**src/rtl/occ_link_supervisor_if.sv**
```systemverilog
// Status/control bundle between the GT wrapper, the packet datapath and the lane supervisor.
interface occ_link_supervisor_if;
  logic        enable_i;
  logic        clr_cnt_i;
  logic        rx_rdy_i;
  logic        rx_synced_i;
  logic        rx_buf_err_i;
  logic        rx_comma_err_i;
  logic        gt_rst_o;
  logic        rx_resync_o;
  logic        tx_force_idle_o;
  logic        link_up_o;
  logic        fail_o;
  logic [2:0]  state_o;
  logic [7:0]  retry_cnt_o;
  logic [15:0] err_cnt_o;

  // Supervisor side
  modport slave (
    input  enable_i, clr_cnt_i, rx_rdy_i, rx_synced_i, rx_buf_err_i, rx_comma_err_i,
    output gt_rst_o, rx_resync_o, tx_force_idle_o, link_up_o, fail_o,
           state_o, retry_cnt_o, err_cnt_o
  );

  // Environment side (GT wrapper / datapath / control)
  modport master (
    output enable_i, clr_cnt_i, rx_rdy_i, rx_synced_i, rx_buf_err_i, rx_comma_err_i,
    input  gt_rst_o, rx_resync_o, tx_force_idle_o, link_up_o, fail_o,
           state_o, retry_cnt_o, err_cnt_o
  );
endinterface

```
**src/rtl/occ_link_supervisor.sv**
```systemverilog
// Bring-up / recovery sequencer for one OCC GTP lane (RX user clock domain).
module occ_link_supervisor #(
  parameter int unsigned g_RESET_PULSE   = 16,
  parameter int unsigned g_SYNC_TIMEOUT  = 4096,
  parameter int unsigned g_STABLE_CYCLES = 256,
  parameter int unsigned g_MAX_RETRIES   = 8
) (
  input  logic                  clk_i,
  input  logic                  rst_n_i,
  occ_link_supervisor_if.slave  lnk
);

  localparam int unsigned TIMER_W     = 32;
  localparam int unsigned RETRY_W     = 8;
  localparam int unsigned RETRY_EXT_W = RETRY_W + 1;
  localparam int unsigned ERR_W       = 16;

  localparam logic [TIMER_W-1:0]     RESET_LAST  = TIMER_W'(g_RESET_PULSE - 1);
  localparam logic [TIMER_W-1:0]     SYNC_LAST   = TIMER_W'(g_SYNC_TIMEOUT - 1);
  localparam logic [TIMER_W-1:0]     STABLE_LAST = TIMER_W'(g_STABLE_CYCLES - 1);
  localparam logic [RETRY_EXT_W-1:0] RETRY_LIMIT = RETRY_EXT_W'(g_MAX_RETRIES);

  typedef enum logic [2:0] {
    ST_DISABLED  = 3'd0,
    ST_GT_RESET  = 3'd1,
    ST_WAIT_RDY  = 3'd2,
    ST_RESYNC    = 3'd3,
    ST_WAIT_SYNC = 3'd4,
    ST_STABILIZE = 3'd5,
    ST_UP        = 3'd6,
    ST_FAILED    = 3'd7
  } state_t;

  state_t                   r_state;
  state_t                   w_state_nxt;
  logic [TIMER_W-1:0]       r_timer;
  logic [RETRY_W-1:0]       r_retry;
  logic [RETRY_W-1:0]       w_retry_nxt;
  logic [RETRY_EXT_W-1:0]   w_retry_inc;
  logic [ERR_W-1:0]         r_err;
  logic [ERR_W-1:0]         w_err_nxt;
  logic                     w_fail;
  logic                     w_stab_fault;
  logic                     w_err_count_en;

  logic r_gt_rst, r_resync, r_link_up, r_tx_idle, r_fail;
  logic w_gt_rst_nxt, w_resync_nxt, w_link_up_nxt, w_tx_idle_nxt, w_fail_nxt;

  assign w_retry_inc  = {1'b0, r_retry} + RETRY_EXT_W'(1);
  assign w_stab_fault = !lnk.rx_synced_i || !lnk.rx_rdy_i || lnk.rx_buf_err_i || lnk.rx_comma_err_i;

  // Next-state, retry bookkeeping and Moore output decode of the next state
  always_comb begin
    w_state_nxt   = r_state;
    w_retry_nxt   = r_retry;
    w_fail        = 1'b0;
    w_gt_rst_nxt  = 1'b0;
    w_resync_nxt  = 1'b0;
    w_link_up_nxt = 1'b0;
    w_tx_idle_nxt = 1'b1;
    w_fail_nxt    = 1'b0;

    if (!lnk.enable_i) begin
      w_state_nxt = ST_DISABLED;
      w_retry_nxt = '0;
    end else begin
      case (r_state)
        ST_DISABLED:  w_state_nxt = ST_GT_RESET;
        ST_GT_RESET:  if (r_timer == RESET_LAST) w_state_nxt = ST_WAIT_RDY;
        ST_WAIT_RDY: begin
          if (lnk.rx_rdy_i)             w_state_nxt = ST_RESYNC;
          else if (r_timer == SYNC_LAST) w_fail     = 1'b1;
        end
        ST_RESYNC:    w_state_nxt = ST_WAIT_SYNC;
        ST_WAIT_SYNC: begin
          if (lnk.rx_synced_i)                            w_state_nxt = ST_STABILIZE;
          else if (r_timer == SYNC_LAST || !lnk.rx_rdy_i) w_fail      = 1'b1;
        end
        ST_STABILIZE: begin
          // A fault in the same cycle as the qualification limit still counts as a failure
          if (w_stab_fault) begin
            w_fail = 1'b1;
          end else if (r_timer == STABLE_LAST) begin
            w_state_nxt = ST_UP;
            w_retry_nxt = '0;
          end
        end
        ST_UP: begin
          if (!lnk.rx_rdy_i || lnk.rx_buf_err_i)           w_state_nxt = ST_GT_RESET;
          else if (!lnk.rx_synced_i || lnk.rx_comma_err_i) w_state_nxt = ST_RESYNC;
        end
        ST_FAILED:    w_state_nxt = ST_FAILED;
        default:      w_state_nxt = ST_DISABLED;
      endcase

      if (w_fail) begin
        w_state_nxt = (w_retry_inc >= RETRY_LIMIT) ? ST_FAILED : ST_GT_RESET;
        if (r_retry != '1) w_retry_nxt = w_retry_inc[RETRY_W-1:0];
      end
    end

    w_gt_rst_nxt  = (w_state_nxt == ST_DISABLED) || (w_state_nxt == ST_GT_RESET);
    w_resync_nxt  = (w_state_nxt == ST_RESYNC);
    w_link_up_nxt = (w_state_nxt == ST_UP);
    w_tx_idle_nxt = (w_state_nxt != ST_UP);
    w_fail_nxt    = (w_state_nxt == ST_FAILED);
  end

  // Buffer error counter: counts only while qualifying or up, saturating, clear has priority
  assign w_err_count_en = lnk.rx_buf_err_i && ((r_state == ST_STABILIZE) || (r_state == ST_UP));

  always_comb begin
    w_err_nxt = r_err;
    if (lnk.clr_cnt_i)                    w_err_nxt = '0;
    else if (w_err_count_en && r_err != '1) w_err_nxt = r_err + ERR_W'(1);
  end

  // State register with dwell timer (restarts on every state change, saturates)
  always_ff @(posedge clk_i or negedge rst_n_i) begin
    if (!rst_n_i) begin
      r_state <= ST_DISABLED;
      r_timer <= '0;
    end else begin
      r_state <= w_state_nxt;
      if (w_state_nxt != r_state) r_timer <= '0;
      else if (r_timer != '1)     r_timer <= r_timer + TIMER_W'(1);
    end
  end

  // Counters and registered outputs
  always_ff @(posedge clk_i or negedge rst_n_i) begin
    if (!rst_n_i) begin
      r_retry   <= '0;
      r_err     <= '0;
      r_gt_rst  <= 1'b1;
      r_resync  <= 1'b0;
      r_link_up <= 1'b0;
      r_tx_idle <= 1'b1;
      r_fail    <= 1'b0;
    end else begin
      r_retry   <= w_retry_nxt;
      r_err     <= w_err_nxt;
      r_gt_rst  <= w_gt_rst_nxt;
      r_resync  <= w_resync_nxt;
      r_link_up <= w_link_up_nxt;
      r_tx_idle <= w_tx_idle_nxt;
      r_fail    <= w_fail_nxt;
    end
  end

  assign lnk.gt_rst_o        = r_gt_rst;
  assign lnk.rx_resync_o     = r_resync;
  assign lnk.link_up_o       = r_link_up;
  assign lnk.tx_force_idle_o = r_tx_idle;
  assign lnk.fail_o          = r_fail;
  assign lnk.state_o         = r_state;
  assign lnk.retry_cnt_o     = r_retry;
  assign lnk.err_cnt_o       = r_err;

endmodule
```
**src/flat_wrapper.sv**
```systemverilog
// flat-port wrapper written by rule: the top's interface ports become plain ports
module occ_link_supervisor_flat 
#(
  parameter int unsigned g_RESET_PULSE   = 16,
  parameter int unsigned g_SYNC_TIMEOUT  = 4096,
  parameter int unsigned g_STABLE_CYCLES = 256,
  parameter int unsigned g_MAX_RETRIES   = 8
)
  (clk_i, rst_n_i, lnk_enable_i, lnk_clr_cnt_i, lnk_rx_rdy_i, lnk_rx_synced_i, lnk_rx_buf_err_i, lnk_rx_comma_err_i, lnk_gt_rst_o, lnk_rx_resync_o, lnk_tx_force_idle_o, lnk_link_up_o, lnk_fail_o, lnk_state_o, lnk_retry_cnt_o, lnk_err_cnt_o);
  occ_link_supervisor_if lnk_i ();
  input  logic clk_i;
  input  logic rst_n_i;
  input wire logic [$bits(lnk_i.enable_i)-1:0] lnk_enable_i;
  input wire logic [$bits(lnk_i.clr_cnt_i)-1:0] lnk_clr_cnt_i;
  input wire logic [$bits(lnk_i.rx_rdy_i)-1:0] lnk_rx_rdy_i;
  input wire logic [$bits(lnk_i.rx_synced_i)-1:0] lnk_rx_synced_i;
  input wire logic [$bits(lnk_i.rx_buf_err_i)-1:0] lnk_rx_buf_err_i;
  input wire logic [$bits(lnk_i.rx_comma_err_i)-1:0] lnk_rx_comma_err_i;
  output wire logic [$bits(lnk_i.gt_rst_o)-1:0] lnk_gt_rst_o;
  output wire logic [$bits(lnk_i.rx_resync_o)-1:0] lnk_rx_resync_o;
  output wire logic [$bits(lnk_i.tx_force_idle_o)-1:0] lnk_tx_force_idle_o;
  output wire logic [$bits(lnk_i.link_up_o)-1:0] lnk_link_up_o;
  output wire logic [$bits(lnk_i.fail_o)-1:0] lnk_fail_o;
  output wire logic [$bits(lnk_i.state_o)-1:0] lnk_state_o;
  output wire logic [$bits(lnk_i.retry_cnt_o)-1:0] lnk_retry_cnt_o;
  output wire logic [$bits(lnk_i.err_cnt_o)-1:0] lnk_err_cnt_o;
  assign lnk_i.enable_i = lnk_enable_i;
  assign lnk_i.clr_cnt_i = lnk_clr_cnt_i;
  assign lnk_i.rx_rdy_i = lnk_rx_rdy_i;
  assign lnk_i.rx_synced_i = lnk_rx_synced_i;
  assign lnk_i.rx_buf_err_i = lnk_rx_buf_err_i;
  assign lnk_i.rx_comma_err_i = lnk_rx_comma_err_i;
  assign lnk_gt_rst_o = lnk_i.gt_rst_o;
  assign lnk_rx_resync_o = lnk_i.rx_resync_o;
  assign lnk_tx_force_idle_o = lnk_i.tx_force_idle_o;
  assign lnk_link_up_o = lnk_i.link_up_o;
  assign lnk_fail_o = lnk_i.fail_o;
  assign lnk_state_o = lnk_i.state_o;
  assign lnk_retry_cnt_o = lnk_i.retry_cnt_o;
  assign lnk_err_cnt_o = lnk_i.err_cnt_o;
  occ_link_supervisor #(.g_RESET_PULSE(g_RESET_PULSE), .g_SYNC_TIMEOUT(g_SYNC_TIMEOUT), .g_STABLE_CYCLES(g_STABLE_CYCLES), .g_MAX_RETRIES(g_MAX_RETRIES)) u_core (.clk_i(clk_i), .rst_n_i(rst_n_i), .lnk(lnk_i));
endmodule
```
**config.mk**
```make
export PLATFORM = sky130hd
export DESIGN_NAME = occ_link_supervisor_flat
export DESIGN_NICKNAME = d
export VERILOG_FILES = /design/src/rtl/occ_link_supervisor_if.sv /design/src/rtl/occ_link_supervisor.sv /design/src/flat_wrapper.sv
export SDC_FILE = /design/constraint.sdc
export NUM_CORES = 1
export LEC_CHECK = 0
export CAP_MARGIN = 20
export CORE_UTILIZATION = 38
export CTS_BUF_LIST = sky130_fd_sc_hd__clkbuf_16
export CTS_CLUSTER_DIAMETER = 60
export CTS_CLUSTER_SIZE = 40
export DETAILED_ROUTE_END_ITERATION = 7
export SYNTH_ARGS = -nofsm -noshare
export SYNTH_HDL_FRONTEND = slang
export SYNTH_SLANG_ARGS = --single-unit
```
**constraint.sdc**
```tcl
create_clock -name clk_i -period 2.8 [get_ports clk_i]
set_input_delay 0.56 -clock clk_i [delete_from_list [all_inputs] [get_ports clk_i]]
set_output_delay 0.56 -clock clk_i [all_outputs]
set_load 0.005 [all_outputs]
```
; ---- Yosys cells after proc, flatten, opt, wreduce, memory -nomap -nowiden
; Index checks and enable logic that the tools add are counted.
[classes]
addsub = 3
n_mul = 0
n_div = 0
order_cmp = 1
eq_ne = 19
n_shift = 0
muxes = 28
n_bitwise = 0
n_reduce_logical = 16
[op_table]
columns = op, n
row1 = 32-bit two-way mux, 2
row2 = 8-bit two-way mux, 6
row3 = 32-bit by 1-bit adder with 32-bit output (second input constant), 1
row4 = 32-bit by 12-bit == test with 1-bit output (second input constant), 1
row5 = 32-bit by 4-bit == test with 1-bit output (second input constant), 1
row6 = 32-bit by 8-bit == test with 1-bit output (second input constant), 1
row7 = 16-bit two-way mux, 2
row8 = 32-bit inequality test (second input constant), 1
row9 = 3-bit two-way mux, 10
row10 = 3-bit one-hot mux with 8 select lines, 1
row11 = 3-bit == test (second input constant), 6
row12 = 16-bit by 1-bit adder with 16-bit output (second input constant), 1
row13 = 16-bit inequality test (second input constant), 1
row14 = 8-bit by 1-bit adder with 9-bit output (second input constant), 1
row15 = 3-bit by 2-bit == test with 1-bit output (second input constant), 3
row16 = 9-bit by 4-bit greater-or-equal comparator with 1-bit output (second input constant), 1
row17 = 1-bit logical OR, 8
row18 = 8-bit inequality test (second input constant), 1
row19 = 3-bit by 1-bit == test with 1-bit output (second input constant), 2
row20 = 3-bit logical NOT, 2
row21 = 1-bit two-way mux, 6
row22 = 2-bit nonzero test, 2
row23 = 3-bit inequality test, 1
row24 = 3-bit inequality test (second input constant), 1
row25 = 3 further kinds, 5
[totals]
regBits = 64
latchBits = 0
ram_bits = 0
romBits = 0
in_bits = 8
output_inout_bits = 32
wordCells = 76
memories = 0

; ---- Depth between registers and ports, before layout
[depth]
depth_word = 11
ltp_mapped = 10
depth_no_buf = 8

; ---- Least setup slack after synthesis
; OpenSTA, ideal clock, no wires.
[synth_timing]
path_kind = in2reg
from = input port lnk_rx_rdy_i
to = register u_core.r_timer[2]
setup_time_ps = 80
arrival_ps = 2312
required_time_ps = 2720
slack_ps = 409
cell_stages = 8
path_buffers = 1
path_cell_list = or3b_1 a21oi_2 nand4_4 a211o_1 a41oi_1 o211ai_2 buf_6 nor3b_2
[synth_between]
elab_chain_cells = 11
elab_cells_between_ends = 21
cone_classes = eq/ne (1) / mux (13) / reduce/logical (7)
[synth_lines]
columns = element, line_no
row1 = start: declaration, flat_wrapper.sv:15  ; input wire logic [$bits(lnk_i.rx_rdy_i)-1:0] lnk_rx_rdy_i;
row2 = 1-bit logical NOT, "occ_link_supervisor.sv:50, occ_link_supervisor.sv:77, occ_link_supervisor.sv:89"
row3 = 1-bit logical OR (3 in a row), occ_link_supervisor.sv:50  ; assign w_stab_fault = !lnk.rx_synced_i || !lnk.rx_rdy_i || lnk.rx_buf_err_i || lnk.rx_comma_err_i;
row4 = 1-bit two-way mux, occ_link_supervisor.sv:81  ; if (w_stab_fault) begin
row5 = 1-bit one-hot mux with 3 select lines, occ_link_supervisor.sv:67  ; case (r_state)
row6 = 1-bit two-way mux, occ_link_supervisor.sv:63  ; if (!lnk.enable_i) begin
row7 = 3-bit two-way mux (*), occ_link_supervisor.sv:96  ; if (w_fail) begin
row8 = 3-bit two-way mux (*), occ_link_supervisor.sv:63
row9 = 3-bit inequality test (*), occ_link_supervisor.sv:125  ; if (w_state_nxt != r_state) r_timer <= '0;
row10 = 32-bit two-way mux / 2-bit nonzero test (equally long branches), n/a
row11 = end signal: assignment, occ_link_supervisor.sv:126  ; else if (r_timer != '1) r_timer <= r_timer + TIMER_W'(1);
row12 = end: declaration, occ_link_supervisor.sv:36  ; logic [TIMER_W-1:0] r_timer;
; Every way passes the cells marked *; elsewhere a longest branch is shown, timed or not. The select of a mux whose other input is x is not followed.
; A chain may end at the register's enable or synchronous reset.

; ---- Worst setup path after layout
; Ends and elaborated chain as after synthesis.

==> impl_metrics.toml <==
[outcome]
status = "completed"

[timing]
setup_viol = 0
period_minus_slack_ns = 2.609
fin_worst_skew_ns = 0.006981
max_freq_ghz = 0.3833
hold_viol_final = 0
setup_ws_ns = 0.1910
relSlewSlack_pct = 40.31
drv_slew = 0
setup-tns-final_ns = 0
fin_crit_sh_pct = 93.18
worst_pin_slew_ns = 0.8953
rsz0062_at_grt = "no"

[critical_path]
cp_slowest_cell = "clkdlybuf4s50_1"
crit_buf_inv = 3
crit_arrival_ns = 2.86
crit_path_start_kind = "primary input"
slowest_delay_ns = 0.48
cp-startpoint = "lnk_rx_rdy_i"
cp_max_fo = 13
crit_required_ns = 3.05
cp-end-kind = "register"
path_delay_family = "buffers and inverters"
reg2reg_from = "u_core.r_timer[5]$_DFFE_PN0P_"
critPathKind = "in -> reg"
crit_chain = "clkdlybuf4s50_1, buf_4, nand4bb_1, or2_2, a31oi_1, nand3_1, a31oi_1, o211ai_4, buf_4, nor3b_2"

[layout]
post_route_cells_drive_above_1_share_pct = 19.96
areaGrowthSynthToFinish_pct = 22.17
multi_input_comb_area_um2 = 2265
regArea_um2 = 1604
antennaDiodeCount = 0
fillers = 971
nets = 484

[power]
p_switching_w = 0.0004722
pwr-share-clk_pct = 47.8
p_int_w = 0.001562
swShare_pct = 23.21
pwr-share-seq_pct = 46.6
p_per_area_nw_per_um2 = 410.9
comb_power_share_pct = 5.6
leakagePower_nw = 2.027
peakVddDrop_mv = 0.2537

[route]
drcViolationCount = 0
wl_per_cell_um = 14.50
ant_nets = 0
vias = 3214
drtPass1Iterations = 4
vias_per_cell = 5.252
drtIter0Drc = 89
finalWirelength_mm = 8.874

[placed_design]
io_buffers = 39
place.gp.congestion = 0.8415
post-place-ws_ns = -0.2295
dp_hpwl_mm = 6.536

[floorplanning]
initial_utilization_pct = 39.24
fp.dieArea_um2 = 11080
io_pins = 40
dieWidth_um = 105.3
core.rowCount = 37
die_h_um = 105.3
coreArea_um2 = 10320

[clock_network]
clk_pin_slew_ns = 0.05
cts_tree = "yes"
clk_path_buf_depth = 2
post-cts-setup-buffers = 0
clock_sinks = 64
cts-root-buf = "clkbuf_16"
clk-insertion-delay-late_ns = 0.33
numCtsBuffers = 9
htreeDepth = 3

[global_routing]
grt-ovfl-total = 0
antenna_found_initial = 0
grt_max_degree = 39
grt_pass1_wl_mm = 15.48
gr-usage-all-layers_pct = 17.57
grt_pass1_vias = 3159

[synth]
synth_area_um2 = 4051
yosys_register_bits = 64
synth_ff_type = "dfrtp_1"
synth_edf_count = 0
ys_types = 65
syn-mean-instance-area_um2 = 9.833
ys_async_sr_fraction_pct = 100.0
synth_cells = 412
yosys_warnings = 0
syn_nets = 424
ys_seq_area_share_pct = 39.59

[job]
cap_violations = 0

[min_path]
min_path_type = "in -> async"
## final timing paths
path,to,slack [ns],cells after the start
hold reg to reg,u_core.lnk.retry_cnt_o[6]$_DFF_PN0_,0.55,1
min in group clk_i,u_core.lnk.retry_cnt_o[6]$_DFF_PN0_,0.55,1
hold / removal,u_core.lnk.err_cnt_o[6]$_DFFE_PN0P_,0.35,1
setup / recovery,u_core.r_timer[2]$_DFFE_PN0P_,0.19,10
setup reg to reg,u_core.r_timer[2]$_DFFE_PN0P_,0.30,8
max in group asynchronous,u_core.r_timer[12]$_DFFE_PN0P_,1.80,2
## sequential cells by signal, indices dropped and copies added (netlist names)
signal and cells:
u_core.lnk.gt_rst_o 1, u_core.r_timer 32, u_core.lnk.rx_resync_o 1, u_core.lnk.tx_force_idle_o 1, u_core.lnk.state_o 3, u_core.lnk.err_cnt_o 16
u_core.lnk.fail_o 1, u_core.lnk.link_up_o 1, u_core.lnk.retry_cnt_o 8
## power by group through the flow
stage	clock network, W	registers, W	logic [W]
detailed placement	0	0.000963	0.000117
global route	0.00104	0.000948	0.000128
floorplan	0	0.000960	0.0000656
global placement	0	0.000962	0.000115
CTS	0.00101	0.000947	0.000118
finish	0.000973	0.000947	0.000115
## synth_stat cells (6+ instances only)
cell	instances	share of area [%]
inv_1	8	0.74
nor2_1	38	3.5
and3_1	17	2.6
nor3_1	10	1.2
a21oi_1	6	0.74
nand2_1	34	3.2
o21ai_0	9	1.1
xnor2_1	30	6.5
nor3_2	28	6.9
nand3_1	31	3.8
nand4_1	7	1.1
a31oi_1	7	1.1
xor2_1	16	3.5
dfrtp_1	62	38
## logic make-up after synthesis
| family | synth area share (%) |
|---|---|
| and+or+nand+nor | 33.20 |
| DFF | 39.59 |
| xor gates and xnor gates | 10.62 |
| adders and majority gates | 1.235 |
| muxes | 1.266 |
| buffers and inverters | 5.065 |
| AOI/OAI and AO/OA | 9.018 |
## what timing repair did
item                       CTS  global route
setup endpoints to repair    0            23
hold buffers                 0             0
resized for setup            0             3
## layout by cell type (no fill, tap or decap), types with 4 or more instances in the layout
| cell type | Yosys | final |
|---|---|---|
| nor3_1 | 10 | 10 |
| dfrtp_1 | 62 | 62 |
| nor4_1 | 5 | 5 |
| and2_1 | 4 | 4 |
| mux2i_1 | 4 | 4 |
| ha_1 | 4 | 4 |
| xor2_1 | 16 | 16 |
| a21oi_1 | 6 | 6 |
| and4_1 | 5 | 5 |
| nand3_1 | 31 | 31 |
| nor3b_1 | 5 | 5 |
| xnor2_1 | 30 | 30 |
| nand2_1 | 34 | 34 |
| inv_1 | 8 | 10 |
| o21ai_0 | 9 | 9 |
| and3_1 | 17 | 17 |
| nor3_2 | 28 | 28 |
| nand4_1 | 7 | 7 |
| clkbuf_16 | 0 | 9 |
| nor2b_1 | 5 | 5 |
| clkdlybuf4s50_1 | 0 | 38 |
| a31oi_1 | 7 | 7 |
| buf_4 | 0 | 24 |
| nor2_1 | 38 | 38 |
## stage by stage
stage	utilization, %	instances	hold WS, ns	total power (W)	instance area [um^2]
2_1_floorplan	-	412	0.2644	0.001025	4051
3_3_place_gp	45.34	597	0.5410	0.001077	4681
3_5_place_dp	45.34	597	0.5453	0.001079	4681
4_1_cts	47.81	612	0.3836	0.002076	4936
5_1_grt	47.95	612	0.4296	0.002119	4950
6_report	47.95	612	0.3541	0.002034	4950
## cell type report
cell class | count | area share, %
tap | 136 | 3.438
clock inverter | 6 | 0.6067
multi-input combinational | 323 | 45.75
sequential | 64 | 32.41
inverter | 8 | 0.6067
timing repair buffer | 66 | 12.64
clock buffer | 9 | 4.550
## routing by layer
layer  GRT usage, %  vias to the layer above  wire length (um)
li1               -                     1598                 -
met1          22.78                     1551              4234
met2          28.48                       55              4188
met3          3.587                       10               305
met4          7.344                        0               146
met5              0                        -                 0
Note: power is estimated with default switching activity, not from simulation.
